**src/rtl/multicycle_controller.sv**
```systemverilog
// Multi-cycle MIPS control FSM. It sequences fetch, decode, execute, memory and
// writeback over 2-5 cycles per instruction. Memory waits use mem_ready. Interrupts
// are taken only at instruction boundaries. Undefined encodings can trap to the
// illegal-instruction vector.
module multicycle_controller #(
   parameter bit MEM_HANDSHAKE = 1'b1,  // 1: FETCH/MEM wait for mem_ready
   parameter bit IRQ_ENABLE    = 1'b1,  // 0: irq is ignored entirely
   parameter bit ILLOP_TRAP    = 1'b1   // 0: undefined ops retire as a NOP after DECODE
) (
   input  logic       clk,
   input  logic       reset,
   input  logic [5:0] OpCode,
   input  logic [5:0] Funct,
   input  logic       irq,
   input  logic       kernel,
   input  logic       mem_ready,
   output logic       PCWrite,
   output logic       PCWriteCond,
   output logic [2:0] PCSrc,
   output logic       IorD,
   output logic       MemRead,
   output logic       MemWrite,
   output logic       IRWrite,
   output logic       RegWrite,
   output logic [1:0] RegDst,
   output logic [1:0] MemToReg,
   output logic       ALUSrc1,
   output logic       ALUSrcA,
   output logic [1:0] ALUSrcB,
   output logic [1:0] ALUOp,
   output logic       ExtOp,
   output logic       LuOp,
   output logic       instr_done,
   output logic [2:0] state
);

   typedef enum logic [2:0] {
      S_FETCH  = 3'd0,
      S_DECODE = 3'd1,
      S_EXEC   = 3'd2,
      S_MEM    = 3'd3,
      S_WB     = 3'd4,
      S_IRQ    = 3'd5,
      S_EXC    = 3'd6
   } state_t;

   // All datapath controls are bundled so that one reset gate covers them.
   typedef struct packed {
      logic       pc_write;
      logic       pc_write_cond;
      logic [2:0] pc_src;
      logic       iord;
      logic       mem_read;
      logic       mem_write;
      logic       ir_write;
      logic       reg_write;
      logic [1:0] reg_dst;
      logic [1:0] mem_to_reg;
      logic       alu_src1;
      logic       alu_src_a;
      logic [1:0] alu_src_b;
      logic [1:0] alu_op;
      logic       done;
   } ctrl_t;

   state_t cur, nxt;
   ctrl_t  ctl, ctl_o;

   logic r_legal, i_legal, legal;
   logic is_rtype, is_j, is_jal, is_jr, is_jalr, is_branch, is_lw, is_sw;
   logic mem_ok, take_irq, zero_ext;
   state_t end_next;

   // Legal R-type function codes
   always_comb begin
      r_legal = 1'b0;
      case (Funct)
         6'h00, 6'h02, 6'h03, 6'h08, 6'h09,
         6'h20, 6'h21, 6'h22, 6'h23, 6'h24, 6'h25, 6'h26, 6'h27,
         6'h2a, 6'h2b: r_legal = 1'b1;
         default:      r_legal = 1'b0;
      endcase
   end

   // Legal non-R-type opcodes (jumps, branches, I-type ALU, load/store)
   always_comb begin
      i_legal = 1'b0;
      case (OpCode)
         6'h01, 6'h02, 6'h03, 6'h04, 6'h05, 6'h06, 6'h07,
         6'h08, 6'h09, 6'h0a, 6'h0b, 6'h0c, 6'h0d, 6'h0f,
         6'h23, 6'h2b: i_legal = 1'b1;
         default:      i_legal = 1'b0;
      endcase
   end

   // Immediate extension: logical ops and the unsigned forms zero-extend
   always_comb begin
      zero_ext = 1'b0;
      case (OpCode)
         6'h09, 6'h0b, 6'h0c, 6'h0d: zero_ext = 1'b1;
         default:                    zero_ext = 1'b0;
      endcase
   end

   assign is_rtype  = (OpCode == 6'h00);
   assign is_j      = (OpCode == 6'h02);
   assign is_jal    = (OpCode == 6'h03);
   assign is_jr     = is_rtype && (Funct == 6'h08);
   assign is_jalr   = is_rtype && (Funct == 6'h09);
   assign is_branch = (OpCode == 6'h01) || ((OpCode >= 6'h04) && (OpCode <= 6'h07));
   assign is_lw     = (OpCode == 6'h23);
   assign is_sw     = (OpCode == 6'h2b);
   assign legal     = is_rtype ? r_legal : i_legal;

   // Without the handshake, memory is treated as always completing in one cycle.
   assign mem_ok   = MEM_HANDSHAKE ? mem_ready : 1'b1;
   // irq is looked at only when an instruction retires.
   assign take_irq = IRQ_ENABLE && irq && !kernel;
   assign end_next = take_irq ? S_IRQ : S_FETCH;

   // State register; reset always returns to FETCH
   always_ff @(posedge clk) begin
      if (reset) cur <= S_FETCH;
      else       cur <= nxt;
   end

   // Next-state and control decode for each state
   always_comb begin
      nxt = cur;
      ctl = '0;
      case (cur)
         S_FETCH: begin
            // Read the instruction and compute PC+4. Commit both only when the read completes.
            ctl.mem_read  = 1'b1;
            ctl.alu_src_b = 2'b01;
            ctl.ir_write  = mem_ok;
            ctl.pc_write  = mem_ok;
            if (mem_ok) nxt = S_DECODE;
         end
         S_DECODE: begin
            // Branch target is precomputed here while the register file is read.
            ctl.alu_src_b = 2'b11;
            if (is_j) begin
               ctl.pc_write = 1'b1;
               ctl.pc_src   = 3'b010;
               ctl.done     = 1'b1;
               nxt          = end_next;
            end else if (is_jal) begin
               nxt = S_WB;
            end else if (legal) begin
               nxt = S_EXEC;
            end else if (ILLOP_TRAP) begin
               nxt = S_EXC;
            end else begin
               ctl.done = 1'b1;
               nxt      = end_next;
            end
         end
         S_EXEC: begin
            ctl.alu_src_a = 1'b1;
            if (is_rtype) begin
               ctl.alu_src_b = 2'b00;
               ctl.alu_op    = 2'b10;
               ctl.alu_src1  = (Funct <= 6'h03);  // shifts take shamt as operand 1
               if (is_jr) begin
                  ctl.pc_write = 1'b1;
                  ctl.pc_src   = 3'b011;
                  ctl.done     = 1'b1;
                  nxt          = end_next;
               end else begin
                  nxt = S_WB;
               end
            end else if (is_branch) begin
               ctl.alu_src_b     = 2'b00;
               ctl.alu_op        = 2'b01;
               ctl.pc_write_cond = 1'b1;
               ctl.pc_src        = 3'b001;
               ctl.done          = 1'b1;
               nxt               = end_next;
            end else if (is_lw || is_sw) begin
               ctl.alu_src_b = 2'b10;
               ctl.alu_op    = 2'b00;
               nxt           = S_MEM;
            end else begin
               ctl.alu_src_b = 2'b10;
               ctl.alu_op    = 2'b11;
               nxt           = S_WB;
            end
         end
         S_MEM: begin
            // The strobe is held until the access completes.
            ctl.iord      = 1'b1;
            ctl.mem_read  = is_lw;
            ctl.mem_write = is_sw;
            if (mem_ok) begin
               if (is_lw) begin
                  nxt = S_WB;
               end else begin
                  ctl.done = 1'b1;
                  nxt      = end_next;
               end
            end
         end
         S_WB: begin
            ctl.reg_write = 1'b1;
            ctl.done      = 1'b1;
            nxt           = end_next;
            if (is_jal) begin
               ctl.reg_dst    = 2'b10;
               ctl.mem_to_reg = 2'b10;
               ctl.pc_write   = 1'b1;
               ctl.pc_src     = 3'b010;
            end else if (is_jalr) begin
               ctl.reg_dst    = 2'b01;
               ctl.mem_to_reg = 2'b10;
               ctl.pc_write   = 1'b1;
               ctl.pc_src     = 3'b011;
            end else if (is_rtype) begin
               ctl.reg_dst = 2'b01;
            end else if (is_lw) begin
               ctl.mem_to_reg = 2'b01;
            end
         end
         S_IRQ, S_EXC: begin
            // PC already holds the next instruction address. Save it in $26 and vector.
            ctl.reg_write  = 1'b1;
            ctl.reg_dst    = 2'b11;
            ctl.mem_to_reg = 2'b10;
            ctl.pc_write   = 1'b1;
            ctl.pc_src     = (cur == S_IRQ) ? 3'b101 : 3'b100;
            ctl.done       = 1'b1;
            nxt            = S_FETCH;
         end
         default: nxt = S_FETCH;
      endcase
   end

   // Reset forces every output low, including the write strobes of an in-flight access.
   assign ctl_o       = reset ? '0 : ctl;
   assign PCWrite     = ctl_o.pc_write;
   assign PCWriteCond = ctl_o.pc_write_cond;
   assign PCSrc       = ctl_o.pc_src;
   assign IorD        = ctl_o.iord;
   assign MemRead     = ctl_o.mem_read;
   assign MemWrite    = ctl_o.mem_write;
   assign IRWrite     = ctl_o.ir_write;
   assign RegWrite    = ctl_o.reg_write;
   assign RegDst      = ctl_o.reg_dst;
   assign MemToReg    = ctl_o.mem_to_reg;
   assign ALUSrc1     = ctl_o.alu_src1;
   assign ALUSrcA     = ctl_o.alu_src_a;
   assign ALUSrcB     = ctl_o.alu_src_b;
   assign ALUOp       = ctl_o.alu_op;
   assign instr_done  = ctl_o.done;
   assign ExtOp       = !reset && !zero_ext;
   assign LuOp        = !reset && (OpCode == 6'h0f);
   assign state       = reset ? 3'd0 : cur;

endmodule

```
**config.mk**
```make
export PLATFORM = sky130hd
export DESIGN_NAME = multicycle_controller
export DESIGN_NICKNAME = d
export VERILOG_FILES = /design/src/rtl/multicycle_controller.sv
export SDC_FILE = /design/constraint.sdc
export NUM_CORES = 1
export LEC_CHECK = 0
export ABC_AREA = 1
export CORE_UTILIZATION = 56
export DETAILED_ROUTE_END_ITERATION = 8
export DONT_BUFFER_PORTS = 1
export PLACE_DENSITY = 0.71
export SETUP_SLACK_MARGIN = 0.1
export SKIP_LAST_GASP = 1
export SLEW_MARGIN = 20
export SYNTH_ARGS = -nofsm -noshare
export SYNTH_HDL_FRONTEND = slang
export SYNTH_SLANG_ARGS = --single-unit
```
**constraint.sdc**
```tcl
create_clock -name clk -period 1.4 [get_ports clk]
set_clock_uncertainty 0.2 [all_clocks]
set_input_delay 0.07 -clock clk [delete_from_list [all_inputs] [get_ports clk]]
set_output_delay 0.07 -clock clk [all_outputs]
set_load 0.02 [all_outputs]
```
==> results of run 1 <==
## per-stage QoR
stage               hold slack (ps)  utilization, %  area (µm²)
global placement              -21.2            89.3        1190
floorplan                     -25.1               -         942
detailed placement            -21.2            89.3        1190
## logic make-up after synthesis
kind of cell,count (synthesis)
and+or+nand+nor,108
buffers and inverters,30
AOI/OAI and AO/OA,21
DFF,3
==> flow_summary.ini, run 1 <==
[synth]
synthMostInstantiatedCell = sky130_fd_sc_hd__nand2_1
synth_area_um2 = 823
synth_simple_gate_area_share_pct = 64.0
synth.top_cells.by_count = 40 x sky130_fd_sc_hd__nand2_1, 29 x sky130_fd_sc_hd__nor2_1, 20 x sky130_fd_sc_hd__inv_1, 14 x sky130_fd_sc_hd__nand3_1, 7 x sky130_fd_sc_hd__a21oi_1
synth.avg_cell_area_um2 = 5.08
synth_compound_area_share_pct = 14.7
synth_xor_xnor_area_share_pct = 0
syn-num-nets = 179
postSynthCellCount = 162
async_reset_ff_share_pct = 0
synth_ff_type = sky130_fd_sc_hd__dfxtp_1
yosys-top-cells-area = sky130_fd_sc_hd__nand2_1 18%, sky130_fd_sc_hd__nor2_1 13%, sky130_fd_sc_hd__inv_1 9.1%
netlist-cell-type-count = 27
ys_ff_latch = 3
yosys_warn_count = 0
number_of_synthesized_flops_with_an_enable_pin = 0
yosysSeqAreaShare_pct = 7.29
synth-adder-area-share_pct = 0
largest_family_of_logic_cells_by_synthesized_area = simple AND/OR/NAND/NOR gates
synthMuxAreaShare_pct = 0
synth_largest_type_area_fraction_pct = 18.2
synth_area_leader_cell = sky130_fd_sc_hd__nand2_1

[floorplan]
row_count = 13
die_x_um = 40.3
initial_utilization_pct = 61.7
die_h_um = 40.3
io_pins = 43

[clock_network]
maximum_number_of_buffers_from_clock_root_to_sink = 2
buffer_cell_driving_the_clock_tree_root = sky130_fd_sc_hd__clkbuf_4
tritoncts.num_buffers = 3
cts_hold_buffers = 2
cts_resized = 35
cts.sink_count = 3
ctsHtreeMaxLevel = 1
post_cts_buffers = 6

[place]
numPortBuffers = 0
dp_hpwl_um = 2440
place_congestion = 1.01
place_inst = 207
pre_cts_ws_ps = -209

[run_status]
status = did not finish
run.stop_error = [ERROR DPL-0038] Utilization greater than 100%, impossible to legalize
outcome.stop_stage = 4_1_cts
==> run 2, diff against run 1 <==
Settings changed: CORE_AREA from default to 2 2 63 65, CORE_UTILIZATION 56 to default, DIE_AREA from default to 0 0 65 67, PLACE_DENSITY 0.71 to default, PLACE_DENSITY_LB_ADDON from default to 0.15, SETUP_SLACK_MARGIN 0.1 to default.
Clock period 1.4 ns to 1.8 ns, I/O delays scaled along.
==> flow_summary.ini, run 2 <==
[run_status]
status = complete, but fails checks
violated_checks = negative setup slack

[synth]
async_reset_ff_share_pct = 0
postSynthCellCount = 162
synth.avg_cell_area_um2 = 5.08
synth_area_um2 = 823
synthMostInstantiatedCell = sky130_fd_sc_hd__nand2_1
synth.top_cells.by_count = 40 x sky130_fd_sc_hd__nand2_1, 29 x sky130_fd_sc_hd__nor2_1, 20 x sky130_fd_sc_hd__inv_1, 14 x sky130_fd_sc_hd__nand3_1, 7 x sky130_fd_sc_hd__a21oi_1
yosys_warn_count = 0
netlist-cell-type-count = 27
synth_largest_type_area_fraction_pct = 18.2
number_of_synthesized_flops_with_an_enable_pin = 0
synth_area_leader_cell = sky130_fd_sc_hd__nand2_1
ys_ff_latch = 3
syn-num-nets = 179
yosysSeqAreaShare_pct = 7.29
yosys-top-cells-area = sky130_fd_sc_hd__nand2_1 18%, sky130_fd_sc_hd__nor2_1 13%, sky130_fd_sc_hd__inv_1 9.1%
synth_ff_type = sky130_fd_sc_hd__dfxtp_1

[place]
numPortBuffers = 0
placement_cell_area_um2 = 1020
dp_hpwl_um = 2390
place_congestion = 0.910
place_inst = 227

[clock_network]
ctsHtreeMaxLevel = 1
clkLatencyLatePin_ps = 210
tritoncts.num_buffers = 3
buffer_cell_driving_the_clock_tree_root = sky130_fd_sc_hd__clkbuf_8
clk_pin_slew_ps = 30
maximum_number_of_buffers_from_clock_root_to_sink = 2
cts.sink_count = 3
tritoncts = built

[global_route]
antenna_found_initial = 0
global_route_total_overflow = 0
grt_first_pass_wirelength_um = 4500
grt_usage_pct = 12.8
maximum_number_of_pins_on_one_net_before_global_route_repair = 15
first_global_vias = 1070

[worst_setup_path]
critical_path_class = flop to output port
worst-r2r-cell-count = 9
cp_max_fo = 6
timing.critical_path.slowest_stage_cell = sky130_fd_sc_hd__dfxtp_4
worst-endpoint-required_ps = 1510
regToRegSetupSlack_ps = 230
crit_path_start_kind = flop
worst-path-stages = 5
cpLargestDelayFamily = simple AND/OR/NAND/NOR gates
crit_buf_inv = 2
crit_arrival_ps = 1550
crit_chain = inv_4, nor3_4, nand2_2, nor4_2, buf_4
critPathCapture = ALUSrc1
cp-end-kind = output port
regToRegEndpoint = cur[0]
regToRegStartpoint = cur[1]
setup.worst_path.start = cur[1]
critical-path-max-stage-delay_ps = 380

[finish]
mostFrequentLayoutCells = 39 x sky130_fd_sc_hd__nand2_1, 29 x sky130_fd_sc_hd__nor2_1, 23 x sky130_fd_sc_hd__buf_4
final_layout_size_suffix_gt1_share_pct = 28.2
registers.top_by_ff_count = cur
area.growth.synth_to_final_pct = 37.8
antenna_cells = 0
max_reg_flops = 3
design_area_um2 = 1130
fin_util_pct = 31.5
layout.filler_cells = 426
final_cell_count_no_fill = 236
layout_commonest_cell = sky130_fd_sc_hd__nand2_1
finish.net_count = 206
reg_top3 = cur: 3 flops

[drt]
detailroute.via_count = 1116
routed_via_density = 4.73
detailedRoute.firstIterationViolations = 47
ant_nets = 0
avgRoutedWirePerCell_um = 12.3
route.detailed.drc = 0
drt-total-wl_um = 2890
first_pass_iters = 4

[sta]
number_of_setup_violations_in_the_final_report = 2
grt_setup_unrepaired = yes
count_of_final_hold_check_violations = 0
slew_viol_final = 0
max_slew_margin_pct = 70.4
fin_crit_sh_pct = 102
worstMarginPinSlew_ps = 446
fin_ws_ps = -40.8
timing.fmax_mhz = 543
finalWorstPathRequiredPeriod_ps = 1840
setup_total_negative_slack_ps = -52.3
hold_slack_ps = 50.2

[floorplan]
die_x_um = 65
row_count = 22
io_pins = 43
floorplan.die_area_um2 = 4360
fp.coreArea_um2 = 3610
initial_utilization_pct = 22.8
die_h_um = 67

[power]
power_density_nw_per_um2 = 864
ir_drop_uv = 286
power_leakage_nw = 0.581

[flow_run]
max_cap_viol_count = 0

[worst_hold_path]
worst_hold_path_type = primary input to flop
==> run 2: cell counts after synthesis <==
Identical to the previous run, type by type.
==> run 2: cell families after synthesis <==
family	Yosys count	share of synthesized area (%)
AND/OR/NAND/NOR	108	64.0
buffers and inverters	30	14.0
AO/OA/AOI/OAI	21	14.7
flip-flops	3	7.30
==> run 2: stage by stage <==
stage / power (mW) / worst slack (ps)
final: 0.980 / -40.8
after CTS: 0.978 / -9.17
after detailed placement: 0.740 / 53.4
after global placement: 0.741 / 54.5
after global routing: 1.06 / -147
after floorplan: 0.588 / 43.6
==> run 2: repair_timing <==
item,in CTS,in global routing
endpoints found under the setup margin,8,9
hold buffers,1,0
endpoints found under the hold margin,2,0
pin swaps,2,4
buffers inserted,2,2
resized for setup,8,4
==> run 2: worst min-delay path by stage <==
stage / cells after the start / startpoint / end / slack, ps
floorplan: 1 / Funct[2] / ALUSrc1 / 30
CTS: 3 / reset / cur[1] / 30
finish: 3 / reset / cur[1] / 50
global route: 1 / reset / ExtOp / 70
detailed placement: 1 / reset / ExtOp / 60
global placement: 1 / reset / ExtOp / 70
==> run 2: layout make-up <==
type	count	area [µm²]	area share (%)
Tap cell	48	60.1	5.29
Multi-Input combinational cell	129	671	59.1
Timing Repair Buffer	24	183	16.1
Sequential cell	3	68.8	6.06
Clock buffer	4	45.0	3.97
Inverter	28	108	9.48
==> run 2: power breakdown <==
group | leakage [nW] | internal (mW) | switching, mW
registers | 0.0264 | 0.103 | 0.0596
logic | 0.531 | 0.222 | 0.407
clock network | 0.0228 | 0.151 | 0.0392
total | 0.581 | 0.475 | 0.505
==> run 2: worst register-to-register path, delay by kind of cell, from the launching register on <==
kind / cells / cell delay (ps)
buf+inv: 2 / 210
flops: 1 / 380
simple gates: 7 / 720
==> run 2: routing by layer <==
layer	vias to the layer above	global-route usage (%)	share of wire, %
met5	-	0	0
met4	0	2.39	0
met3	0	1.52	6.8
met2	36	25.5	52
met1	503	14.3	41
li1	577	-	-
(Power assumes the default switching activity.)
